## config.mk

```make
export PLATFORM = sky130hd
export DESIGN_NAME = br_predict_btb_flat
export DESIGN_NICKNAME = d
export VERILOG_FILES = /design/src/rtl/br_predict_btb_pkg.sv /design/src/rtl/br_predict_btb_if.sv /design/src/rtl/br_predict_btb_sat_ctr.sv /design/src/rtl/br_predict_btb.sv /design/src/flat_wrapper.sv
export SDC_FILE = /design/constraint.sdc
export NUM_CORES = 1
export LEC_CHECK = 0
export CORE_MARGIN = 8
export CORE_UTILIZATION = 64
export DETAILED_ROUTE_END_ITERATION = 16
export PLACE_DENSITY = 0.82
export RECOVER_POWER = 25
export SYNTH_ARGS = -nofsm -noshare
export SYNTH_HDL_FRONTEND = slang
export SYNTH_HIERARCHICAL = 1
export SYNTH_SLANG_ARGS = --single-unit
export TNS_END_PERCENT = 30
```

## constraint.sdc

```tcl
create_clock -name CLK -period 13.1 [get_ports CLK]
set_input_delay 3.275 -clock CLK [delete_from_list [all_inputs] [get_ports CLK]]
set_output_delay 3.275 -clock CLK [all_outputs]
set_load 0.005 [all_outputs]
```

## src/rtl/br_predict_btb_pkg.sv

```systemverilog
// Shared types for the fetch-stage branch predictor: the machine word type
// and the per-entry PHT counter operation.
package br_predict_btb_pkg;

  typedef logic [31:0] word_t;

  // Operation applied to a single PHT counter at the next rising edge.
  typedef enum logic [1:0] {
    CTR_HOLD   = 2'd0,
    CTR_INC    = 2'd1,
    CTR_DEC    = 2'd2,
    CTR_PRESET = 2'd3
  } ctr_op_e;

  // Low PC bits below the word boundary never take part in addressing.
  localparam int unsigned ADDR_LSB = 2;

endpackage

```

## src/rtl/br_predict_btb_if.sv

```systemverilog
// Fetch-side lookup and resolve-side update bundle for the branch predictor.
// The master drives the PC and resolved-branch fields, the slave (predictor)
// returns the prediction and the mispredict count.
interface br_predict_btb_if
  import br_predict_btb_pkg::*;
#(
  parameter int IDX_W   = 4,
  parameter int COUNT_W = 16
);

  word_t              pc;
  logic               pred_hit;
  logic               pred_taken;
  word_t              pred_target;
  logic [IDX_W-1:0]   pred_idx;

  logic               upd_en;
  word_t              upd_pc;
  logic [IDX_W-1:0]   upd_idx;
  logic               upd_taken;
  word_t              upd_target;
  logic               upd_mispredict;
  logic               flush_all;

  logic [COUNT_W-1:0] mispredict_cnt;

  modport master (
    output pc, upd_en, upd_pc, upd_idx, upd_taken, upd_target, upd_mispredict, flush_all,
    input  pred_hit, pred_taken, pred_target, pred_idx, mispredict_cnt
  );

  modport slave (
    input  pc, upd_en, upd_pc, upd_idx, upd_taken, upd_target, upd_mispredict, flush_all,
    output pred_hit, pred_taken, pred_target, pred_idx, mispredict_cnt
  );

endinterface

```

## src/rtl/br_predict_btb_sat_ctr.sv

```systemverilog
// One PHT entry: CTR_W-bit saturating up/down counter that can also be
// preset to the weakly-taken value (MSB set, all other bits clear).
module bp_sat_ctr
  import br_predict_btb_pkg::*;
#(
  parameter int CTR_W = 2
) (
  input  logic             CLK,
  input  logic             RST,
  input  ctr_op_e          op,
  output logic [CTR_W-1:0] count
);

  localparam logic [CTR_W-1:0] CTR_MAX    = '1;
  localparam logic [CTR_W-1:0] CTR_WEAK_T = {1'b1, {(CTR_W-1){1'b0}}};

  logic [CTR_W-1:0] count_q;
  logic [CTR_W-1:0] count_d;

  // Next counter value: saturate at both ends, preset overrides counting.
  always_comb begin
    count_d = count_q;
    unique case (op)
      CTR_INC:    if (count_q != CTR_MAX) count_d = count_q + 1'b1;
      CTR_DEC:    if (count_q != '0)      count_d = count_q - 1'b1;
      CTR_PRESET: count_d = CTR_WEAK_T;
      default:    count_d = count_q;
    endcase
  end

  // Counter register; reset to strongly not-taken.
  always_ff @(posedge CLK or posedge RST) begin
    if (RST) count_q <= '0;
    else     count_q <= count_d;
  end

  assign count = count_q;

endmodule

```

## src/rtl/br_predict_btb.sv

```systemverilog
// Fetch-stage branch predictor: tagged BTB plus a PHT of saturating counters,
// indexed bimodally or by gshare. Lookup is purely combinational from pc;
// training happens at resolution through the single update port.
module br_predict_btb
  import br_predict_btb_pkg::*;
#(
  parameter int IDX_W   = 4,
  parameter int TAG_W   = 8,
  parameter int CTR_W   = 2,
  parameter int GSHARE  = 0,
  parameter int COUNT_W = 16
) (
  input  logic             CLK,
  input  logic             RST,
  br_predict_btb_if.slave  bus
);

  localparam int DEPTH = 1 << IDX_W;
  localparam int TAG_LO = IDX_W + 2;
  localparam int TAG_HI = IDX_W + TAG_W + 1;

  typedef struct packed {
    logic             valid;
    logic [TAG_W-1:0] tag;
    word_t            target;
  } btb_entry_t;

  // BTB storage: only the valid bits are reset; tags/targets are don't-care
  // until their valid bit is set.
  logic [DEPTH-1:0] valid_q;
  logic [DEPTH-1:0] valid_d;
  logic [TAG_W-1:0] tag_q    [DEPTH];
  word_t            target_q [DEPTH];

  logic [CTR_W-1:0] ctr_val [DEPTH];
  logic [IDX_W-1:0] ghr;

  // Lookup side
  logic [IDX_W-1:0] lk_bidx;
  logic [TAG_W-1:0] lk_tag;
  logic [IDX_W-1:0] lk_pidx;
  btb_entry_t       lk_entry;
  logic             lk_hit;

  // Update side
  logic [IDX_W-1:0] up_bidx;
  logic [TAG_W-1:0] up_tag;
  logic             up_hit;
  logic             up_alloc;
  logic             btb_we;

  logic [COUNT_W-1:0] mis_cnt_q;
  logic [COUNT_W-1:0] mis_cnt_d;

  // ---------------------------------------------------------------- lookup
  assign lk_bidx = bus.pc[IDX_W+1:ADDR_LSB];
  assign lk_tag  = bus.pc[TAG_HI:TAG_LO];
  assign lk_pidx = lk_bidx ^ ghr;

  // Combinational prediction from the current (pre-update) table contents.
  always_comb begin
    lk_entry        = '{valid: valid_q[lk_bidx], tag: tag_q[lk_bidx], target: target_q[lk_bidx]};
    lk_hit          = lk_entry.valid && (lk_entry.tag == lk_tag);
    bus.pred_hit    = lk_hit;
    bus.pred_taken  = lk_hit && ctr_val[lk_pidx][CTR_W-1];
    bus.pred_target = lk_hit ? lk_entry.target : '0;
    bus.pred_idx    = lk_pidx;
  end

  // ---------------------------------------------------------------- update
  assign up_bidx  = bus.upd_pc[IDX_W+1:ADDR_LSB];
  assign up_tag   = bus.upd_pc[TAG_HI:TAG_LO];
  assign up_hit   = valid_q[up_bidx] && (tag_q[up_bidx] == up_tag);
  // A taken branch that misses claims the entry, evicting any occupant.
  assign up_alloc = bus.upd_en && bus.upd_taken && !up_hit;
  // Taken branches always (re)write tag and target; on a hit the tag is unchanged.
  // A same-cycle flush wins and drops the BTB write.
  assign btb_we   = bus.upd_en && bus.upd_taken && !bus.flush_all;

  // Next valid bits: flush clears everything, otherwise allocation sets one.
  always_comb begin
    valid_d = valid_q;
    if (bus.flush_all)  valid_d = '0;
    else if (up_alloc)  valid_d[up_bidx] = 1'b1;
  end

  // Valid-bit register.
  always_ff @(posedge CLK or posedge RST) begin
    if (RST) valid_q <= '0;
    else     valid_q <= valid_d;
  end

  // Tag/target storage write port, no reset.
  always_ff @(posedge CLK) begin
    if (btb_we) begin
      tag_q[up_bidx]    <= up_tag;
      target_q[up_bidx] <= bus.upd_target;
    end
  end

  // PHT: one saturating counter per entry, trained at upd_idx. The PHT write
  // is not affected by a same-cycle flush.
  generate
    for (genvar gi = 0; gi < DEPTH; gi++) begin : g_pht
      ctr_op_e op;

      // Select this entry's counter operation.
      always_comb begin
        op = CTR_HOLD;
        if (bus.upd_en && (bus.upd_idx == IDX_W'(gi))) begin
          if (up_alloc)           op = CTR_PRESET;
          else if (bus.upd_taken) op = CTR_INC;
          else                    op = CTR_DEC;
        end
      end

      bp_sat_ctr #(.CTR_W(CTR_W)) u_ctr (
        .CLK   (CLK),
        .RST   (RST),
        .op    (op),
        .count (ctr_val[gi])
      );
    end
  endgenerate

  // Global history: exists only in gshare mode, updated at resolution.
  generate
    if (GSHARE != 0) begin : g_ghr
      logic [IDX_W-1:0] ghr_q;
      logic [IDX_W-1:0] ghr_d;

      // Shift in the resolved outcome; flush clears and drops the shift.
      always_comb begin
        ghr_d = ghr_q;
        if (bus.flush_all)   ghr_d = '0;
        else if (bus.upd_en) ghr_d = {ghr_q[IDX_W-2:0], bus.upd_taken};
      end

      // History register.
      always_ff @(posedge CLK or posedge RST) begin
        if (RST) ghr_q <= '0;
        else     ghr_q <= ghr_d;
      end

      assign ghr = ghr_q;
    end else begin : g_no_ghr
      assign ghr = '0;
    end
  endgenerate

  // ------------------------------------------------------ mispredict count
  // Saturating count of resolved mispredictions.
  always_comb begin
    mis_cnt_d = mis_cnt_q;
    if (bus.upd_en && bus.upd_mispredict && (mis_cnt_q != '1))
      mis_cnt_d = mis_cnt_q + 1'b1;
  end

  // Mispredict counter register.
  always_ff @(posedge CLK or posedge RST) begin
    if (RST) mis_cnt_q <= '0;
    else     mis_cnt_q <= mis_cnt_d;
  end

  assign bus.mispredict_cnt = mis_cnt_q;

  // PC bits outside index/tag are intentionally ignored.
  logic unused_pc_lo;
  assign unused_pc_lo = ^{bus.pc[1:0], bus.upd_pc[1:0]};

  generate
    if (TAG_HI < 31) begin : g_unused_hi
      logic unused_pc_hi;
      assign unused_pc_hi = ^{bus.pc[31:TAG_HI+1], bus.upd_pc[31:TAG_HI+1]};
    end
  endgenerate

endmodule

```

## src/flat_wrapper.sv

```systemverilog
// flat-port wrapper written by rule: the top's interface ports become plain ports
module br_predict_btb_flat import br_predict_btb_pkg::*;
#(
  parameter int IDX_W   = 4,
  parameter int TAG_W   = 8,
  parameter int CTR_W   = 2,
  parameter int GSHARE  = 0,
  parameter int COUNT_W = 16
)
  (CLK, RST, bus_pc, bus_upd_en, bus_upd_pc, bus_upd_idx, bus_upd_taken, bus_upd_target, bus_upd_mispredict, bus_flush_all, bus_pred_hit, bus_pred_taken, bus_pred_target, bus_pred_idx, bus_mispredict_cnt);
  br_predict_btb_if #(.IDX_W(IDX_W), .COUNT_W(COUNT_W)) bus_i ();
  input  logic CLK;
  input  logic RST;
  input wire logic [$bits(bus_i.pc)-1:0] bus_pc;
  input wire logic [$bits(bus_i.upd_en)-1:0] bus_upd_en;
  input wire logic [$bits(bus_i.upd_pc)-1:0] bus_upd_pc;
  input wire logic [$bits(bus_i.upd_idx)-1:0] bus_upd_idx;
  input wire logic [$bits(bus_i.upd_taken)-1:0] bus_upd_taken;
  input wire logic [$bits(bus_i.upd_target)-1:0] bus_upd_target;
  input wire logic [$bits(bus_i.upd_mispredict)-1:0] bus_upd_mispredict;
  input wire logic [$bits(bus_i.flush_all)-1:0] bus_flush_all;
  output wire logic [$bits(bus_i.pred_hit)-1:0] bus_pred_hit;
  output wire logic [$bits(bus_i.pred_taken)-1:0] bus_pred_taken;
  output wire logic [$bits(bus_i.pred_target)-1:0] bus_pred_target;
  output wire logic [$bits(bus_i.pred_idx)-1:0] bus_pred_idx;
  output wire logic [$bits(bus_i.mispredict_cnt)-1:0] bus_mispredict_cnt;
  assign bus_i.pc = bus_pc;
  assign bus_i.upd_en = bus_upd_en;
  assign bus_i.upd_pc = bus_upd_pc;
  assign bus_i.upd_idx = bus_upd_idx;
  assign bus_i.upd_taken = bus_upd_taken;
  assign bus_i.upd_target = bus_upd_target;
  assign bus_i.upd_mispredict = bus_upd_mispredict;
  assign bus_i.flush_all = bus_flush_all;
  assign bus_pred_hit = bus_i.pred_hit;
  assign bus_pred_taken = bus_i.pred_taken;
  assign bus_pred_target = bus_i.pred_target;
  assign bus_pred_idx = bus_i.pred_idx;
  assign bus_mispredict_cnt = bus_i.mispredict_cnt;
  br_predict_btb #(.IDX_W(IDX_W), .TAG_W(TAG_W), .CTR_W(CTR_W), .GSHARE(GSHARE), .COUNT_W(COUNT_W)) u_core (.CLK(CLK), .RST(RST), .bus(bus_i));
endmodule
```

==> flow_summary.toml <==
[layout]
n_fill_cell = 2440
layout-drive-gt1-share_pct = 26.1
layout-area-overhead-vs-synth_pct = 14.2
nets = 1683

[timing]
max_slew_margin_pct = 21.2
fmax_mhz = 91.2
final-hold-violation-count = 0
rsz0062_at_grt = "no"
setup_viol = 0
final.setup.tns_ps = 0
worstMarginPinSlew_ps = 1180
finalMaxSlewViolations = 0
min_period_ps = 10960
fin_skew_ps = 18.5
post-route-period-util_pct = 83.7

[yosys]
syn_area_per_cell_um2 = 20.5
async_flop_share_pct = 9.09
synth_edf_count = 640
synth_cells = 1438
syn_area_um2 = 29400
syn_nets = 1545
yosysUniqueCellTypes = 41
ys_seq_area_share_pct = 70.8
yosys_warnings = 6
ys_dominant_reg_cell = "edfxtp_1"
ys_seq_elements = 704

[grt]
track_usage_pct = 26.8
grt_pass1_vias = 16300
gr-total-overflow = 0
grt_start_max_net_pins = 87
grt_pass1_wl_um = 105000
antenna_found_initial = 4

[placed_design]
numPortBuffers = 119
dp_hpwl_um = 35000
place_congestion = 0.787

[clock_network]
cts.clk_slew.worst_paths_ps = 60
cts_sinks = 704
cts_inserted_buffers = 69
clockBufferDepth = 3
post-cts-setup-buffer-count = 0
cts-hold-fix-buffers = 0
htreeDepth = 3
clkLatencyLatePin_ps = 590
root_buffer = "clkbuf_16"
tritoncts = "done"
ctsResizeCount = 0

[floorplanning]
die-area_um2 = 53100
start_util_pct = 64.8
die_y_um = 230
io_pins = 160
fp.dieW_um = 230
design.core.area_um2 = 45400
num_rows = 78

[route]
drt_iter0_drc = 1727
dr_total_vias = 15500
via_per_inst = 6.95
routed_wl_um = 70900
wl_per_cell_um = 31.8
firstDrtPassIters = 7
final_antenna_net_count = 0
route.detailed.drc = 0

[power_and_ir_drop]
p_per_area_nw_per_um2 = 143
vdd.ir_drop.worst_mv = 0.112
p_leak_nw = 10.8
power_mw = 4.81

[critical_path]
crit_required_ps = 9820
critPathKind = "input pin to output port"
rrSetupSlack_ps = 9710
crit_path_end_kind = "output port"
critPathLaunchType = "input pin"
cp.arrival_ps = 7680
crit_path_max_fanout = 86

[status]
status = "complete, no violations"

[hold_path]
hp-class = "flip-flop to flip-flop"

[job]
cap_violations = 0
-- cell usage after synthesis, drive strengths merged (3+ instances only) --
| master | n | area share (%) |
|---|---|---|
| edfxtp | 640 | 65 |
| mux4 | 243 | 19 |
| dfrtp | 64 | 5.4 |
| inv | 51 | 0.65 |
| buf | 43 | 0.85 |
| nor2b | 39 | 1.1 |
| xnor2 | 39 | 1.2 |
| a21oi | 37 | 0.63 |
| nor2 | 37 | 0.47 |
| clkbuf | 36 | 0.46 |
| mux2i | 22 | 0.75 |
| nand2 | 22 | 0.28 |
| o22ai | 19 | 0.40 |
| nor3b | 18 | 0.46 |
| nand3b | 17 | 0.43 |
| nand4bb | 16 | 0.61 |
| o211ai | 16 | 0.68 |
| o21ai | 16 | 0.27 |
| nand3 | 15 | 0.26 |
| xor2 | 10 | 0.30 |
| nor3 | 9 | 0.15 |
| nand2b | 5 | 0.11 |
| and3 | 4 | 0.085 |
| nand4 | 4 | 0.085 |
| a211oi | 3 | 0.077 |
| and4 | 3 | 0.089 |
-- worst max-delay path: stages --
cell and delay [ps]:
buf_8 650, mux4_2 610, mux4_2 510, xnor2_1 180, nand3_1 160, or4_2 930, buf_4 420, nor2b_1 230
clkdlybuf4s50_1 550
-- routing by layer --
layer	share of wire [%]	routed length, µm	vias to the layer above	track usage (%)
li1	-	-	6214	-
met5	0.014	10	-	0
met4	3.5	2510	2	11.0
met3	9.5	6760	190	5.03
met1	35	24800	8043	33.7
met2	52	36900	1053	45.9
-- flip-flops by register name, indices dropped and copies added (netlist names) --
register / flops
u_core/bus.mispredict_cnt: 16
u_core/g_pht.u_ctr/count: 32
u_core/tag_q: 128
u_core/target_q: 512
u_core/valid_q: 16
-- cell families after synthesis --
logic type / share of synthesized area [%]
flip-flops: 70.8
multiplexers: 19.4
AND/OR/NAND/NOR: 4.24
buffers and inverters: 1.96
AO/OA/AOI/OAI: 2.12
XOR/XNOR: 1.46
adder cells (fa/ha/maj): 0.0425
-- cells in the final DEF (no fill, tap or decap), types with 5 or more instances in the layout --
master	synthesis	routed
clkinv_1	0	5
nor2b_4	9	9
clkinv_2	0	16
nand2b_1	5	5
buf_4	8	28
clkdlybuf4s50_1	0	90
clkbuf_16	0	71
nand3_1	15	15
nand4bb_1	16	16
o22ai_1	19	19
o211ai_2	16	16
bufinv_16	0	8
dlygate4sd3_1	0	24
dfrtp_1	64	64
xor2_1	10	10
o21ai_0	16	16
nand3b_1	17	17
xnor2_1	39	39
mux4_2	243	243
inv_1	51	51
nor2_4	0	16
clkbuf_1	36	15
a21oi_1	37	37
nor3_1	9	8
nor2b_1	30	30
mux2i_1	22	22
edfxtp_1	640	640
nor2_1	37	21
nand2_1	22	22
nor3b_1	18	18
-- metrics by stage --
stage / worst slack (ps) / cells / utilization (%) / hold slack [ps] / instance area (µm²)
4_1_cts: 2100 / 2230 / 74.0 / 498 / 33600
5_1_grt: 1930 / 2230 / 74.0 / 514 / 33600
3_5_place_dp: 2130 / 2105 / 69.0 / 488 / 31300
6_report: 2140 / 2232 / 74.0 / 494 / 33600
3_3_place_gp: 2210 / 2105 / 69.0 / 479 / 31300
2_1_floorplan: 4160 / 1438 / - / 481 / 29400
-- power breakdown --
group          total [mW]  leakage, nW  internal (mW)  switching, mW
Sequential           2.50         6.49           2.48         0.0237
Combinational       0.294         3.16          0.144          0.149
Clock                2.01         1.12           1.17          0.838
Total                4.81         10.8           3.80           1.01
-- path summary, 6_finish.rpt --
| path | to | from | cells past startpoint |
|---|---|---|---|
| max | bus_pred_target[18] | bus_pc[2] | 9 |
| min | u_core/bus.mispredict_cnt[3]$_DFFE_PP0P_ | u_core/bus.mispredict_cnt[3]$_DFFE_PP0P_ | 1 |
| max reg2reg | u_core/g_pht[10].u_ctr/count[1]$_DFFE_PP0P_ | u_core/tag_q[13][1]$_DFFE_PP_ | 8 |
| min reg2reg | u_core/bus.mispredict_cnt[3]$_DFFE_PP0P_ | u_core/bus.mispredict_cnt[3]$_DFFE_PP0P_ | 1 |
| max in group asynchronous | u_core/valid_q[2]$_DFFE_PP0P_ | RST | 3 |
| min in group asynchronous | u_core/g_pht[1].u_ctr/count[0]$_DFFE_PP0P_ | RST | 2 |
-- area by class of cell --
cell class	count	area [µm²]	share of cell area, %
Sequential cell	704	20800	62.0
Multi-Input combinational cell	604	8140	24.3
Clock buffer	88	1860	5.54
Timing Repair Buffer	146	1390	4.13
Tap cell	600	751	2.24
Clock inverter	37	423	1.26
Inverter	51	191	0.570
Antenna cell	2	5.00	0.0149
(Power assumes the default switching activity.)
==> patch, RTL diff (config.mk and constraints unchanged) <==
`GSHARE` is set to 0 in 2 places; all go to 1.
--- a/src/rtl/br_predict_btb.sv
+++ b/src/rtl/br_predict_btb.sv
@@ -7,7 +7,7 @@
   parameter int IDX_W   = 4,
   parameter int TAG_W   = 8,
   parameter int CTR_W   = 2,
-  parameter int GSHARE  = 0,
+  parameter int GSHARE  = 1,
   parameter int COUNT_W = 16
 ) (
   input  logic             CLK,
--- a/src/flat_wrapper.sv
+++ b/src/flat_wrapper.sv
@@ -4,7 +4,7 @@
   parameter int IDX_W   = 4,
   parameter int TAG_W   = 8,
   parameter int CTR_W   = 2,
-  parameter int GSHARE  = 0,
+  parameter int GSHARE  = 1,
   parameter int COUNT_W = 16
 )
   (CLK, RST, bus_pc, bus_upd_en, bus_upd_pc, bus_upd_idx, bus_upd_taken, bus_upd_target, bus_upd_mispredict, bus_flush_all, bus_pred_hit, bus_pred_taken, bus_pred_target, bus_pred_idx, bus_mispredict_cnt);
Check against the original RTL: not equivalent (a bounded check fails within 4 cycles, from zero or initial values and one cycle with RST high).
==> patch against the unedited design <==
- area after synthesis grew 0.90%
- utilization shrank 0.56 points
- total power grew 0.92%
- worst setup slack gained 0.26 ns
- highest routed layer unchanged
- cell area grew 0.95%
- wire length shrank 1.5%
- first-iteration DRC count shrank 8.6%
- sequential cell count grew 4
- final cell count grew 2.4%
- sequential share of layout area shrank 0.29 points
==> patch: results (changes against the unedited design) <==
- Cells on worst reg2reg path: 9 (was 8)
- Worst reg-to-reg setup slack: 9.33 ns (was 9.71 ns)
- Share of synthesized area spent on multiplexers: 19.36% (was 19.39%)
- Fillcell total: 2554 (was 2440)
- Total track usage: 26.28% (was 26.77%)
- Number of DRC markers in iteration 0: 1579 (was 1727)
- Die Outline Area: 53520 um^2 (was 53070 um^2)
- Synthesized Nets: 1586 (was 1545)
- Result of the run: complete, no violations (unchanged)
- Via/cell ratio: 6.832 (was 6.945)
- Met2 track utilization from global routing: 44.62% (was 45.89%)
- Placed cell count: 2157 (was 2105)
- Max stage delay on crit path: 1.14 ns (was 0.93 ns)
- Sequential fraction of the synthesis area: 70.49% (was 70.78%)
- Hold worst-path end: u_core/bus.mispredict_cnt[15] (was u_core/bus.mispredict_cnt[3])
- Met2 Wirelength: 36220 um (was 36860 um)
- Final wirelength: 69860 um (was 70940 um)
- Instance area at placement: 31600 um^2 (was 31290 um^2)
- Maximum number of pins on one net before global-route repair: 100 (was 87)
- Met3 routing resource usage after global routing: 4.854% (was 5.028%)
- M1 GR Usage: 34.13% (was 33.71%)
- Maximum fanout count along the critical path: 34 (was 86)
- Fin Clk Skew: 0.02017 ns (was 0.01851 ns)
- Endpoint of the lowest-slack register-to-register path: u_core/g_pht[8].u_ctr/count[1] (was u_core/g_pht[10].u_ctr/count[1])
- Async set-or-reset flop fraction in the synthesized netlist: 9.605% (was 9.091%)
- Rel. slew slack: 17.28% (was 21.22%)
- Worst-case vdd ir drop: 0.0001210 V (was 0.0001117 V)
- Post-synthesis compound-gate area fraction: 2.344% (was 2.123%)
patch: changes by cell type after synthesis, moves of 7 or more:
cell / change
sky130_fd_sc_hd__o22ai_1: -18
sky130_fd_sc_hd__o32ai_1: +16
sky130_fd_sc_hd__mux2i_1: +11
sky130_fd_sc_hd__nand2_1: +11
sky130_fd_sc_hd__a21oi_1: -9
sky130_fd_sc_hd__buf_2: +9
sky130_fd_sc_hd__nor2b_4: -9
sky130_fd_sc_hd__nor2b_1: +8
sky130_fd_sc_hd__nand4_1: +7
patch: power by group through the flow:
stage / clock [uW] / sequential (uW) / combinational [uW]
2_1_floorplan: 0 / 2560 / 187
3_3_place_gp: 0 / 2560 / 296
3_5_place_dp: 0 / 2570 / 303
4_1_cts: 2050 / 2520 / 307
5_1_grt: 2130 / 2520 / 324
6_report: 2030 / 2520 / 304
patch: worst max-delay path by stage:
| stage | start | endpoint | slack [ns] | cells past startpoint |
|---|---|---|---|---|
| 2_1_floorplan | bus_pc[2] | bus_pred_target[22] | 4.24 | 9 |
| 3_3_place_gp | bus_pc[4] | bus_pred_target[27] | 2.48 | 8 |
| 3_5_place_dp | bus_pc[4] | bus_pred_target[27] | 2.41 | 8 |
| 4_1_cts | bus_pc[4] | bus_pred_target[17] | 2.36 | 8 |
| 5_1_grt | bus_pc[4] | bus_pred_target[17] | 2.23 | 8 |
| 6_report | bus_pc[4] | bus_pred_target[17] | 2.40 | 8 |
patch: area by class of cell:
class	count	area (um^2)	area share (%)
Tap cell	607	759.5	2.240
Sequential cell	708	20920	61.71
Antenna cell	4	10.01	0.02952
Timing Repair Buffer	146	1379	4.067
Inverter	56	210.2	0.6200
Multi-Input combinational cell	640	8328	24.56
Clock inverter	35	395.4	1.166
Clock buffer	90	1901	5.606
